`config.mk`:
```
export PLATFORM = sky130hd
export DESIGN_NAME = memctrl_arbiter_flat
export DESIGN_NICKNAME = d
export VERILOG_FILES = /design/src/rtl/mem_arb_pkg.sv /design/src/rtl/memctrl_arbiter_if.sv /design/src/rtl/memctrl_arbiter_rr_arb2.sv /design/src/rtl/memctrl_arbiter.sv /design/src/flat_wrapper.sv
export SDC_FILE = /design/constraint.sdc
export NUM_CORES = 1
export LEC_CHECK = 0
export CAP_MARGIN = 20
export CORE_MARGIN = 4
export CORE_UTILIZATION = 43
export CTS_CLUSTER_DIAMETER = 100
export CTS_CLUSTER_SIZE = 20
export DETAILED_ROUTE_END_ITERATION = 8
export GPL_TIMING_DRIVEN = 0
export PLACE_DENSITY_LB_ADDON = 0.08
export SETUP_SLACK_MARGIN = 0.2
export SLEW_MARGIN = 10
export SYNTH_ARGS = -nofsm -noshare
export SYNTH_HDL_FRONTEND = slang
export SYNTH_SLANG_ARGS = --single-unit
```
`constraint.sdc`:
```
create_clock -name clk -period 2.6 [get_ports clk]
set_input_delay 0.26 -clock clk [delete_from_list [all_inputs] [get_ports clk]]
set_output_delay 0.26 -clock clk [all_outputs]
set_load 0.01 [all_outputs]
```
`src/rtl/mem_arb_pkg.sv`:
```
// Shared types and constants for the MEMCTRL two-port arbiter.
// Holds the sequencer state encoding and the MEMCTRL bus idle levels.
package mem_arb_pkg;

  localparam int DEF_ADDR_W = 16;
  localparam int DEF_DATA_W = 8;

  typedef enum logic [2:0] {
    IDLE = 3'd0,
    CMD  = 3'd1,
    GAP  = 3'd2,
    WAIT = 3'd3,
    RESP = 3'd4
  } state_t;

  localparam logic CE_IDLE  = 1'b0;
  localparam logic CSB_IDLE = 1'b1;
  localparam logic WEB_IDLE = 1'b1;
  localparam logic OEB_IDLE = 1'b1;

  function automatic logic [1:0] port_onehot(input logic id);
    if (id) begin
      return 2'b10;
    end else begin
      return 2'b01;
    end
  endfunction

endpackage

```
`src/rtl/memctrl_arbiter_if.sv`:
```
// Requester-port and MEMCTRL-bus interfaces of the arbiter.
// master drives the request (or strobe) side, slave answers it.
interface memctrl_arbiter_if #(
  parameter int ADDR_W = 16,
  parameter int DATA_W = 8
);
  logic              req;
  logic              we;
  logic [ADDR_W-1:0] addr;
  logic [DATA_W-1:0] wdata;
  logic              ack;
  logic              done;
  logic [DATA_W-1:0] rdata;

  modport master (output req, we, addr, wdata, input ack, done, rdata);
  modport slave  (input req, we, addr, wdata, output ack, done, rdata);
endinterface

interface memctrl_bus_if #(
  parameter int ADDR_W = 16,
  parameter int DATA_W = 8
);
  logic [ADDR_W-1:0] m_addr;
  logic [DATA_W-1:0] m_idata;
  logic              m_ce;
  logic              m_csb;
  logic              m_web;
  logic              m_oeb;
  logic [DATA_W-1:0] m_odata;

  modport master (output m_addr, m_idata, m_ce, m_csb, m_web, m_oeb, input m_odata);
  modport slave  (input m_addr, m_idata, m_ce, m_csb, m_web, m_oeb, output m_odata);
endinterface

```
`src/rtl/memctrl_arbiter_rr_arb2.sv`:
```
// Two-requester round-robin grant logic, purely combinational.
// On a tie the port that was not granted last wins.
module rr_arb2
  import mem_arb_pkg::*;
(
  input  logic [1:0] req,
  input  logic       last,
  output logic [1:0] gnt,
  output logic       gnt_id
);

  // Pick the winner id and expand it to a one-hot grant.
  always_comb begin
    gnt_id = 1'b0;
    case (req)
      2'b01:   gnt_id = 1'b0;
      2'b10:   gnt_id = 1'b1;
      2'b11:   gnt_id = ~last;
      default: gnt_id = 1'b0;
    endcase
    if (|req) begin
      gnt = port_onehot(gnt_id);
    end else begin
      gnt = 2'b00;
    end
  end

endmodule

```
`src/rtl/memctrl_arbiter.sv`:
```
// memctrl_arbiter: serialises two request ports onto MEMCTRL's one-cycle strobe
// protocol and returns read data to the owning port after READ_LAT cycles.
module memctrl_arbiter
  import mem_arb_pkg::*;
#(
  parameter int ADDR_W   = DEF_ADDR_W,
  parameter int DATA_W   = DEF_DATA_W,
  parameter int READ_LAT = 2
) (
  input  logic             clk,
  input  logic             rstn,
  memctrl_arbiter_if.slave p0,
  memctrl_arbiter_if.slave p1,
  memctrl_bus_if.master    mem,
  output logic             busy
);

  localparam int CNT_W = $clog2(READ_LAT + 1);

  state_t            state_r;
  state_t            state_nxt_s;
  logic [CNT_W-1:0]  cnt_r;
  logic [CNT_W-1:0]  cnt_nxt_s;
  logic              last_r;
  logic              owner_r;
  logic              we_r;

  logic [1:0]        req_s;
  logic [1:0]        gnt_s;
  logic              gnt_id_s;
  logic              grant_s;
  logic              lat_done_s;
  logic              win_we_s;
  logic [ADDR_W-1:0] win_addr_s;
  logic [DATA_W-1:0] win_wdata_s;

  logic [1:0]        ack_r;
  logic [1:0]        ack_nxt_s;
  logic [1:0]        done_r;
  logic [1:0]        done_nxt_s;
  logic              m_ce_r;
  logic              m_ce_nxt_s;
  logic              m_csb_r;
  logic              m_csb_nxt_s;
  logic              m_web_r;
  logic              m_web_nxt_s;
  logic              m_oeb_r;
  logic              m_oeb_nxt_s;
  logic [ADDR_W-1:0] m_addr_r;
  logic [ADDR_W-1:0] m_addr_nxt_s;
  logic [DATA_W-1:0] m_idata_r;
  logic [DATA_W-1:0] m_idata_nxt_s;
  logic [DATA_W-1:0] rdata0_r;
  logic [DATA_W-1:0] rdata1_r;
  logic              busy_r;

  assign req_s       = {p1.req, p0.req};
  assign win_we_s    = gnt_id_s ? p1.we    : p0.we;
  assign win_addr_s  = gnt_id_s ? p1.addr  : p0.addr;
  assign win_wdata_s = gnt_id_s ? p1.wdata : p0.wdata;
  assign grant_s     = (state_r == IDLE) && (|req_s);
  assign lat_done_s  = (state_r == WAIT) && (cnt_r == CNT_W'(1));

  rr_arb2 u_rr_arb2 (
    .req    (req_s),
    .last   (last_r),
    .gnt    (gnt_s),
    .gnt_id (gnt_id_s)
  );

  // State register and read-latency counter.
  always_ff @(posedge clk) begin
    if (!rstn) begin
      state_r <= IDLE;
      cnt_r   <= {CNT_W{1'b0}};
    end else begin
      state_r <= state_nxt_s;
      cnt_r   <= cnt_nxt_s;
    end
  end

  // Next-state logic; the counter is loaded on leaving CMD for a read.
  always_comb begin
    state_nxt_s = state_r;
    cnt_nxt_s   = cnt_r;
    case (state_r)
      IDLE: begin
        if (grant_s) begin
          state_nxt_s = CMD;
        end else begin
          state_nxt_s = IDLE;
        end
      end
      CMD: begin
        if (we_r) begin
          state_nxt_s = GAP;
        end else begin
          state_nxt_s = WAIT;
          cnt_nxt_s   = CNT_W'(READ_LAT);
        end
      end
      GAP:  state_nxt_s = IDLE;
      WAIT: begin
        if (lat_done_s) begin
          state_nxt_s = RESP;
        end else begin
          cnt_nxt_s = cnt_r - CNT_W'(1);
        end
      end
      RESP:    state_nxt_s = IDLE;
      default: state_nxt_s = IDLE;
    endcase
  end

  // Output decode: values the output registers take at the next edge.
  always_comb begin
    ack_nxt_s     = 2'b00;
    done_nxt_s    = 2'b00;
    m_ce_nxt_s    = CE_IDLE;
    m_csb_nxt_s   = CSB_IDLE;
    m_web_nxt_s   = WEB_IDLE;
    m_oeb_nxt_s   = OEB_IDLE;
    m_addr_nxt_s  = m_addr_r;
    m_idata_nxt_s = {DATA_W{1'b0}};
    if (grant_s) begin
      ack_nxt_s    = gnt_s;
      m_ce_nxt_s   = 1'b1;
      m_csb_nxt_s  = 1'b0;
      m_web_nxt_s  = ~win_we_s;
      m_oeb_nxt_s  = win_we_s;
      m_addr_nxt_s = win_addr_s;
      if (win_we_s) begin
        m_idata_nxt_s = win_wdata_s;
      end else begin
        m_idata_nxt_s = {DATA_W{1'b0}};
      end
    end else if (((state_r == CMD) && we_r) || lat_done_s) begin
      done_nxt_s = port_onehot(owner_r);
    end else begin
      done_nxt_s = 2'b00;
    end
  end

  // Output and grant-bookkeeping registers; reset returns the bus to idle levels.
  always_ff @(posedge clk) begin
    if (!rstn) begin
      ack_r     <= 2'b00;
      done_r    <= 2'b00;
      m_ce_r    <= CE_IDLE;
      m_csb_r   <= CSB_IDLE;
      m_web_r   <= WEB_IDLE;
      m_oeb_r   <= OEB_IDLE;
      m_addr_r  <= {ADDR_W{1'b0}};
      m_idata_r <= {DATA_W{1'b0}};
      busy_r    <= 1'b0;
      last_r    <= 1'b1;
      owner_r   <= 1'b0;
      we_r      <= 1'b0;
    end else begin
      ack_r     <= ack_nxt_s;
      done_r    <= done_nxt_s;
      m_ce_r    <= m_ce_nxt_s;
      m_csb_r   <= m_csb_nxt_s;
      m_web_r   <= m_web_nxt_s;
      m_oeb_r   <= m_oeb_nxt_s;
      m_addr_r  <= m_addr_nxt_s;
      m_idata_r <= m_idata_nxt_s;
      busy_r    <= (state_nxt_s != IDLE);
      if (grant_s) begin
        last_r  <= gnt_id_s;
        owner_r <= gnt_id_s;
        we_r    <= win_we_s;
      end else begin
        last_r  <= last_r;
        owner_r <= owner_r;
        we_r    <= we_r;
      end
    end
  end

  // Per-port read data, loaded from MEMCTRL at the edge closing the last WAIT cycle.
  always_ff @(posedge clk) begin
    if (!rstn) begin
      rdata0_r <= {DATA_W{1'b0}};
      rdata1_r <= {DATA_W{1'b0}};
    end else begin
      if (lat_done_s && !owner_r) begin
        rdata0_r <= mem.m_odata;
      end else begin
        rdata0_r <= rdata0_r;
      end
      if (lat_done_s && owner_r) begin
        rdata1_r <= mem.m_odata;
      end else begin
        rdata1_r <= rdata1_r;
      end
    end
  end

  assign p0.ack      = ack_r[0];
  assign p1.ack      = ack_r[1];
  assign p0.done     = done_r[0];
  assign p1.done     = done_r[1];
  assign p0.rdata    = rdata0_r;
  assign p1.rdata    = rdata1_r;
  assign mem.m_ce    = m_ce_r;
  assign mem.m_csb   = m_csb_r;
  assign mem.m_web   = m_web_r;
  assign mem.m_oeb   = m_oeb_r;
  assign mem.m_addr  = m_addr_r;
  assign mem.m_idata = m_idata_r;
  assign busy        = busy_r;

endmodule
```
`src/flat_wrapper.sv`:
```
// flat-port wrapper written by rule: the top's interface ports become plain ports
module memctrl_arbiter_flat import mem_arb_pkg::*;
#(
  parameter int ADDR_W   = DEF_ADDR_W,
  parameter int DATA_W   = DEF_DATA_W,
  parameter int READ_LAT = 2
)
  (clk, rstn, busy, p0_req, p0_we, p0_addr, p0_wdata, p0_ack, p0_done, p0_rdata, p1_req, p1_we, p1_addr, p1_wdata, p1_ack, p1_done, p1_rdata, mem_m_addr, mem_m_idata, mem_m_ce, mem_m_csb, mem_m_web, mem_m_oeb, mem_m_odata);
  memctrl_arbiter_if #(.ADDR_W(ADDR_W), .DATA_W(DATA_W)) p0_i ();
  memctrl_arbiter_if #(.ADDR_W(ADDR_W), .DATA_W(DATA_W)) p1_i ();
  memctrl_bus_if #(.ADDR_W(ADDR_W), .DATA_W(DATA_W)) mem_i ();
  input  logic clk;
  input  logic rstn;
  output logic busy;
  input wire logic [$bits(p0_i.req)-1:0] p0_req;
  input wire logic [$bits(p0_i.we)-1:0] p0_we;
  input wire logic [$bits(p0_i.addr)-1:0] p0_addr;
  input wire logic [$bits(p0_i.wdata)-1:0] p0_wdata;
  output wire logic [$bits(p0_i.ack)-1:0] p0_ack;
  output wire logic [$bits(p0_i.done)-1:0] p0_done;
  output wire logic [$bits(p0_i.rdata)-1:0] p0_rdata;
  input wire logic [$bits(p1_i.req)-1:0] p1_req;
  input wire logic [$bits(p1_i.we)-1:0] p1_we;
  input wire logic [$bits(p1_i.addr)-1:0] p1_addr;
  input wire logic [$bits(p1_i.wdata)-1:0] p1_wdata;
  output wire logic [$bits(p1_i.ack)-1:0] p1_ack;
  output wire logic [$bits(p1_i.done)-1:0] p1_done;
  output wire logic [$bits(p1_i.rdata)-1:0] p1_rdata;
  output wire logic [$bits(mem_i.m_addr)-1:0] mem_m_addr;
  output wire logic [$bits(mem_i.m_idata)-1:0] mem_m_idata;
  output wire logic [$bits(mem_i.m_ce)-1:0] mem_m_ce;
  output wire logic [$bits(mem_i.m_csb)-1:0] mem_m_csb;
  output wire logic [$bits(mem_i.m_web)-1:0] mem_m_web;
  output wire logic [$bits(mem_i.m_oeb)-1:0] mem_m_oeb;
  input wire logic [$bits(mem_i.m_odata)-1:0] mem_m_odata;
  assign p0_i.req = p0_req;
  assign p0_i.we = p0_we;
  assign p0_i.addr = p0_addr;
  assign p0_i.wdata = p0_wdata;
  assign p0_ack = p0_i.ack;
  assign p0_done = p0_i.done;
  assign p0_rdata = p0_i.rdata;
  assign p1_i.req = p1_req;
  assign p1_i.we = p1_we;
  assign p1_i.addr = p1_addr;
  assign p1_i.wdata = p1_wdata;
  assign p1_ack = p1_i.ack;
  assign p1_done = p1_i.done;
  assign p1_rdata = p1_i.rdata;
  assign mem_m_addr = mem_i.m_addr;
  assign mem_m_idata = mem_i.m_idata;
  assign mem_m_ce = mem_i.m_ce;
  assign mem_m_csb = mem_i.m_csb;
  assign mem_m_web = mem_i.m_web;
  assign mem_m_oeb = mem_i.m_oeb;
  assign mem_i.m_odata = mem_m_odata;
  memctrl_arbiter #(.ADDR_W(ADDR_W), .DATA_W(DATA_W), .READ_LAT(READ_LAT)) u_core (.clk(clk), .rstn(rstn), .p0(p0_i), .p1(p1_i), .mem(mem_i), .busy(busy));
endmodule
```
==> impl_metrics.toml <==
[placement]
placed_area_um2 = 3356
dp.cells = 394
port_buffers = 108
place_ws_ns = 0.5992
dpl.hpwl_um = 4354
place_congestion = 0.7822

[power_and_ir_drop]
power-per-cell-area_nw_per_um2 = 618.8
p_leak_uw = 0.001337
ir_drop_v = 0.0002897

[clock_network]
clock_latency_ns = 0.32
cts_resized = 0
clockRootBuffer = "clkbuf_8"
clkTransAtPathRegs_ns = 0.07
post_cts_buffers = 0
cts.path.max_buffers = 2
cts-htree-levels = 3
cts.sinks = 57
cts-hold-fix-buffers = 0
cts_tree = "built"
cts_buffers = 9

[die]
die_h_um = 79.38
io_pins = 111
die_x_um = 79.38
die_area_um2 = 6301
num_rows = 25
initial_core_util = 0.4548
core_um2 = 4817

[logic_synthesis]
synth_flop_cell = "dfxtp_1"
netlist_instances = 219
synth_top_family_by_area = "compound AO/OA/AOI/OAI gates"
syn-mean-instance-area_um2 = 10.00
synth_commonest_cells = "dfxtp_1, nand3_1, a21oi_1"
synth_edf_count = 0
synthAdderAreaFrac = 0.005711
synth.top_cell.area_share = 0.5208
synth_mux_area_frac = 0.08281
synth_top_cell_by_area = "dfxtp_1"
synthXorXnorAreaFrac = 0
yosysMostFrequentCell = "dfxtp_1"
syn_nets = 282
ys_ff_latch = 57
yosys.area_share.simple = 0.1348
synth-compound-area-share = 0.2050
ys_async_sr_fraction = 0
synth.distinct_cells = 31
netlist_area_um2 = 2191
netlist_top_cells_area = "dfxtp_1, mux2i_1, nand3_1"
ys_seq_area_frac = 0.5208
ys.warnings.count = 0

[critical_path]
cp-start-kind = "input port"
cp.arrival_ns = 1.94
cp.depth = 7
critPathKind = "in2reg"
rr_endpoint = "u_core.p1.rdata[0]"
rrSetupSlack_ns = 0.95
crit_chain = "clkdlybuf4s50_1 > inv_2 > nor4b_4 > inv_2 > buf_6 > buf_6 > a21oi_2"
cpMaxStageDelayCell = "clkdlybuf4s50_1"
endpoint_kind = "flop"
worstPathMaxFanout = 10
cp_slowest_stage_delay_ns = 0.60
r2r_start = "u_core.cnt_r[1]"
rr_worst_depth = 7
path_delay_family = "buffers and inverters"
worst-path-buf-inv = 5
cp.required_ns = 2.85

[worst_hold_path]
min_path_cells = 3
holdPathEnd = "u_core.mem.m_idata[1]"
worstHoldStart = "p1_we"
hold_path.class = "in2reg"

[final_layout]
fillers = 408
seqCellArea_um2 = 1141
fin_cells = 410
layout-drive-gt1-share = 0.09329
fin_area_um2 = 3530
nets = 401
n_antenna_cell = 0
syn_to_final_growth_pct = 61.11
multiInputGateArea_um2 = 938.4

[routing]
drt_iter0_drc = 95
totalWireLength_um = 5864
postRouteAntennaNets = 0
vias = 2068
drc = 0
viasPerCell = 5.044
wl_per_cell_um = 14.30
drtPass1Iterations = 4

[timing]
grt_setup_unrepaired = "no"
clock.fmax_ghz = 0.5915
setup_ws_ns = 0.9093
hold_violations = 0
skew_ns = 0.008155
slew_viol_final = 0
worst_hold_slack_ns = 0.3641
min_period_ns = 1.691
worst_pin_slew_ns = 0.5051
relSlewSlack = 0.6633
setup_violations = 0
post-route-period-util = 0.6503
fin_tns_setup_ns = 0

[global_route]
overflow = 0
grt_pass1_wl_um = 9363
antenna_found_initial = 0
grt_use_total = 0.1919
grt_max_degree = 11
grt_pass1_vias = 2011

[outcome]
status = "completed"

[flow_run]
drv_cap = 0
-- where the power goes --
group          internal (µW)  total (µW)  switching, µW
logic                    264         477            213
clock network            394         719            326
registers                950         988           37.8
total                   1610        2180            577
-- worst min-delay path, delay by kind of cell --
family / cells / cell delay [ns]
AOI/OAI and AO/OA: 1 / 0.05
buffers and inverters: 1 / 0.19
and+or+nand+nor: 1 / 0.13
-- cells in the final DEF (no fill, tap or decap) --
cell             Yosys  layout
buf_2                5       5
o2bb2ai_1           17      17
mux2_2               1       1
a21bo_2              1       1
buf_6                2       2
nor4b_4              1       1
or2b_1               1       1
a22o_1               1       1
a21oi_1             20      20
dfxtp_1             57      57
buf_1                1       1
a22oi_1              1       1
nor2_1               6       6
nand2_1              4       4
nand3_1             32      32
inv_1                3       3
o211a_1              1       1
o21ai_0             17      17
nand4b_1             3       3
clkbuf_1            11      13
a21oi_2              6       6
clkbuf_8             0      11
ha_1                 1       1
and4_1               2       2
clkdlybuf4s50_1      0     108
nand2b_1             1       1
mux2i_1             17      17
a21boi_0             1       1
o41a_1               1       1
nor2b_1              1       1
and4b_1              1       1
clkinv_2             0       3
inv_2                2       2
a21o_1               1       1
-- per-stage QoR --
| step | total power [µW] | util |
|---|---|---|
| floorplan | 1223 | - |
| global placement | 1479 | 0.6966 |
| detailed placement | 1483 | 0.6966 |
| CTS | 2209 | 0.7327 |
| global route | 2292 | 0.7327 |
| finish | 2184 | 0.7327 |
-- state kept, by name, indices dropped and copies added (netlist names), 2 cells and up --
register / count
u_core.ack_r: 2
u_core.cnt_r: 2
u_core.done_r: 2
u_core.mem.m_addr: 16
u_core.mem.m_idata: 8
u_core.p0.rdata: 8
u_core.p1.rdata: 8
u_core.state_r: 3
-- worst max-delay path by stage --
stage,start,endpoint,slack (ns)
3_3_place_gp,rstn,u_core.mem.m_idata[2],0.61
5_1_grt,u_core.cnt_r[0],u_core.p0.rdata[7],0.80
4_1_cts,rstn,u_core.mem.m_idata[2],0.91
6_report,rstn,u_core.mem.m_idata[2],0.91
2_1_floorplan,u_core.state_r[1],u_core.owner_r,1.21
3_5_place_dp,rstn,u_core.mem.m_idata[2],0.60
-- logic make-up (layout without fill, tap and decap cells) --
group | Yosys count | count (layout)
AO/OA/AOI/OAI | 67 | 67
adder cells (fa/ha/maj) | 1 | 1
buffers and inverters | 24 | 148
flip-flops | 57 | 57
multiplexers | 18 | 18
AND/OR/NAND/NOR | 52 | 52
-- metal layers --
metal	wire length, µm	GRT usage	share of wire
met1	2547	0.2311	0.43
met5	0	0	0
met4	68	0.08419	0.012
met2	2809	0.2955	0.48
met3	439	0.08465	0.075
-- area by class of cell --
cell class,count,share of cell area
flip-flops and latches,57,0.3233
repair buffers,108,0.3063
multi-input cells,138,0.2659
clock buffers,13,0.04502
plain buffers,19,0.02623
well taps,67,0.02375
inverters,5,0.005317
clock inverters,3,0.004254
Note: power is estimated with default switching activity, not from simulation.
==> RTL change: new RTL, same settings <==
`DEF_ADDR_W`: 16 -> 18.
--- a/src/rtl/mem_arb_pkg.sv
+++ b/src/rtl/mem_arb_pkg.sv
@@ -2,7 +2,7 @@
 // Holds the sequencer state encoding and the MEMCTRL bus idle levels.
 package mem_arb_pkg;
 
-  localparam int DEF_ADDR_W = 16;
+  localparam int DEF_ADDR_W = 18;
   localparam int DEF_DATA_W = 8;
 
   typedef enum logic [2:0] {
Ports: changed (resized mem_m_addr, p0_addr and p1_addr); port bits go from 111 to 117. No check against the original RTL was run, so the function may have changed too.
==> RTL change against the unedited design <==
Critical path depth decreased by 2. Area after synthesis increased by 11%. Final area increased by 9.9%. Worst setup slack got worse by 0.029 ns. Global-route usage about the same. Sequential cell count increased by 2. Routed wire length increased by 11%. Total power increased by 13%. Via count increased by 6.1%. Critical path type is now reg -> reg. Largest cell class unchanged.
==> RTL change: results (changes against the unedited design) <==
| Metric | Value |
|---|---|
| Multiplexer share of the synthesized area | 0.0825 (was 0.0828) |
| Top area cells in the synthesized netlist | dfxtp_1 48%, o2bb2ai_2 9.8%, mux2i_1 7.8%, nand3_1 6.6%, o21ai_0 4.1% (was dfxtp_1 52%, mux2i_1 7.8%, nand3_1 7.3%, o2bb2ai_1 6.8%, a21oi_1 4.6%) |
| Worst Hold Path EP | u_core.mem.m_idata[7] (was u_core.mem.m_idata[1]) |
| Status | completed (unchanged) |
| All-Layer GR Usage | 0.192 (about the same) |
| Buffers on Ports | 114 (was 108) |
| Number of global-route vias before repair | 2251 (was 2011) |
| Top cells by count, synth | 59 x dfxtp_1, 32 x nand3_1, 20 x o21ai_0 (was 57 x dfxtp_1, 32 x nand3_1, 20 x a21oi_1) |
| Vias/cell | 5.10 (was 5.04) |
| Register area share after synthesis | 0.484 (was 0.521) |
| Fraction of layout cells with a size suffix above 1 | 0.148 (was 0.0933) |
| Worst R2R Path Depth | 5 (was 7) |
| CP max stage delay | 0.37 ns (was 0.60 ns) |
| Dpl cells | 414 (was 394) |
| Reg2reg start | u_core.cnt_r[0] (was u_core.cnt_r[1]) |
| Initial DRC count | 88 (was 95) |
| Avg Cell Area, Syn | 10.7 µm² (was 10.0 µm²) |
| Peak supply drop | 0.395 mV (was 0.290 mV) |
| Worst endpoint data arrival time | 1.91 ns (was 1.94 ns) |
| Number of fill cells | 455 (was 408) |
| First-pass GRT wire length | 10.7 mm (was 9.36 mm) |
| Clock skew | 0.00892 ns (was 0.00815 ns) |
| CP max-delay cell | dfxtp_1 (was clkdlybuf4s50_1) |
| DP HPWL | 4.81 mm (was 4.35 mm) |
| Leakage | 0.00146 µW (was 0.00134 µW) |
| Reg2reg setup slack | 0.88 ns (was 0.95 ns) |
| Max reg flops | 18 (was 16) |
| Worst-Margin Slew | 0.468 ns (was 0.505 ns) |
| Synth Area in Compound Gates | 0.242 (was 0.205) |
[RTL change: cell types whose count changed in the layout (fill, tap and decap cells not counted), sizes merged, moves of 2 or more]
cell,unedited run,this run
clkdlybuf4s50,108,114
o21ai,17,20
o2bb2ai,17,19
clkinv,3,0
mux2i,17,19
dfxtp,57,59
buf,8,11
[RTL change: final cells by class]
type                            instances  area share
Timing Repair Buffer                  114       0.294
Inverter                                5     0.00484
Clock buffer                           15      0.0455
Tap cell                               72      0.0232
Buffer                                 19      0.0326
Sequential cell                        59       0.305
Clock inverter                          1     0.00774
Multi-Input combinational cell        145       0.287
[RTL change: worst max path at each step]
stage / start / cells past startpoint / slack, ns / endpoint
6_report: u_core.cnt_r[0] / 5 / 0.88 / u_core.p1.rdata[0]
3_3_place_gp: rstn / 6 / 0.72 / u_core.mem.m_addr[10]
3_5_place_dp: p0_req / 6 / 0.71 / u_core.mem.m_idata[0]
5_1_grt: u_core.cnt_r[0] / 5 / 0.75 / u_core.p1.rdata[0]
2_1_floorplan: u_core.cnt_r[0] / 6 / 1.24 / u_core.p1.rdata[0]
4_1_cts: u_core.cnt_r[0] / 5 / 0.90 / u_core.p1.rdata[0]
[RTL change: worst max-delay path: cells and delay by family, from the launching register on]
family          cells  cell delay [ns]
buf+inv             1             0.29
flops               1             0.37
fa+ha+maj           1             0.28
compound gates      2             0.34
simple gates        1             0.30
[RTL change: power by group]
part           leakage (µW)  internal, µW  switching [µW]
clock network      0.000104           523             338
registers          0.000482           985            49.0
logic              0.000870           312             251
total               0.00146          1820             639
[RTL change: cell families after synthesis]
family / count (synthesis)
mux: 20
fa+ha+maj: 1
buf+inv: 24
flops: 59
compound gates: 70
simple gates: 54
[RTL change: layer usage]
metal,routed length [µm],track usage,part of all wire
met1,2670,0.225,0.41
met2,3090,0.310,0.47
met3,661,0.0754,0.10
met4,95,0.0832,0.015
met5,0,0,0
[RTL change: per-stage QoR]
stage               total power, µW  utilization  hold WS [ns]  instance area, µm²  setup slack, ns
floorplan                      1330            -         0.406                2440             1.24
global route                   2570        0.704         0.386                3880            0.749
detailed placement             1620        0.667         0.454                3670            0.713
global placement               1610        0.667         0.445                3670            0.718
CTS                            2480        0.704         0.352                3880            0.897
finish                         2460        0.704         0.361                3880            0.881
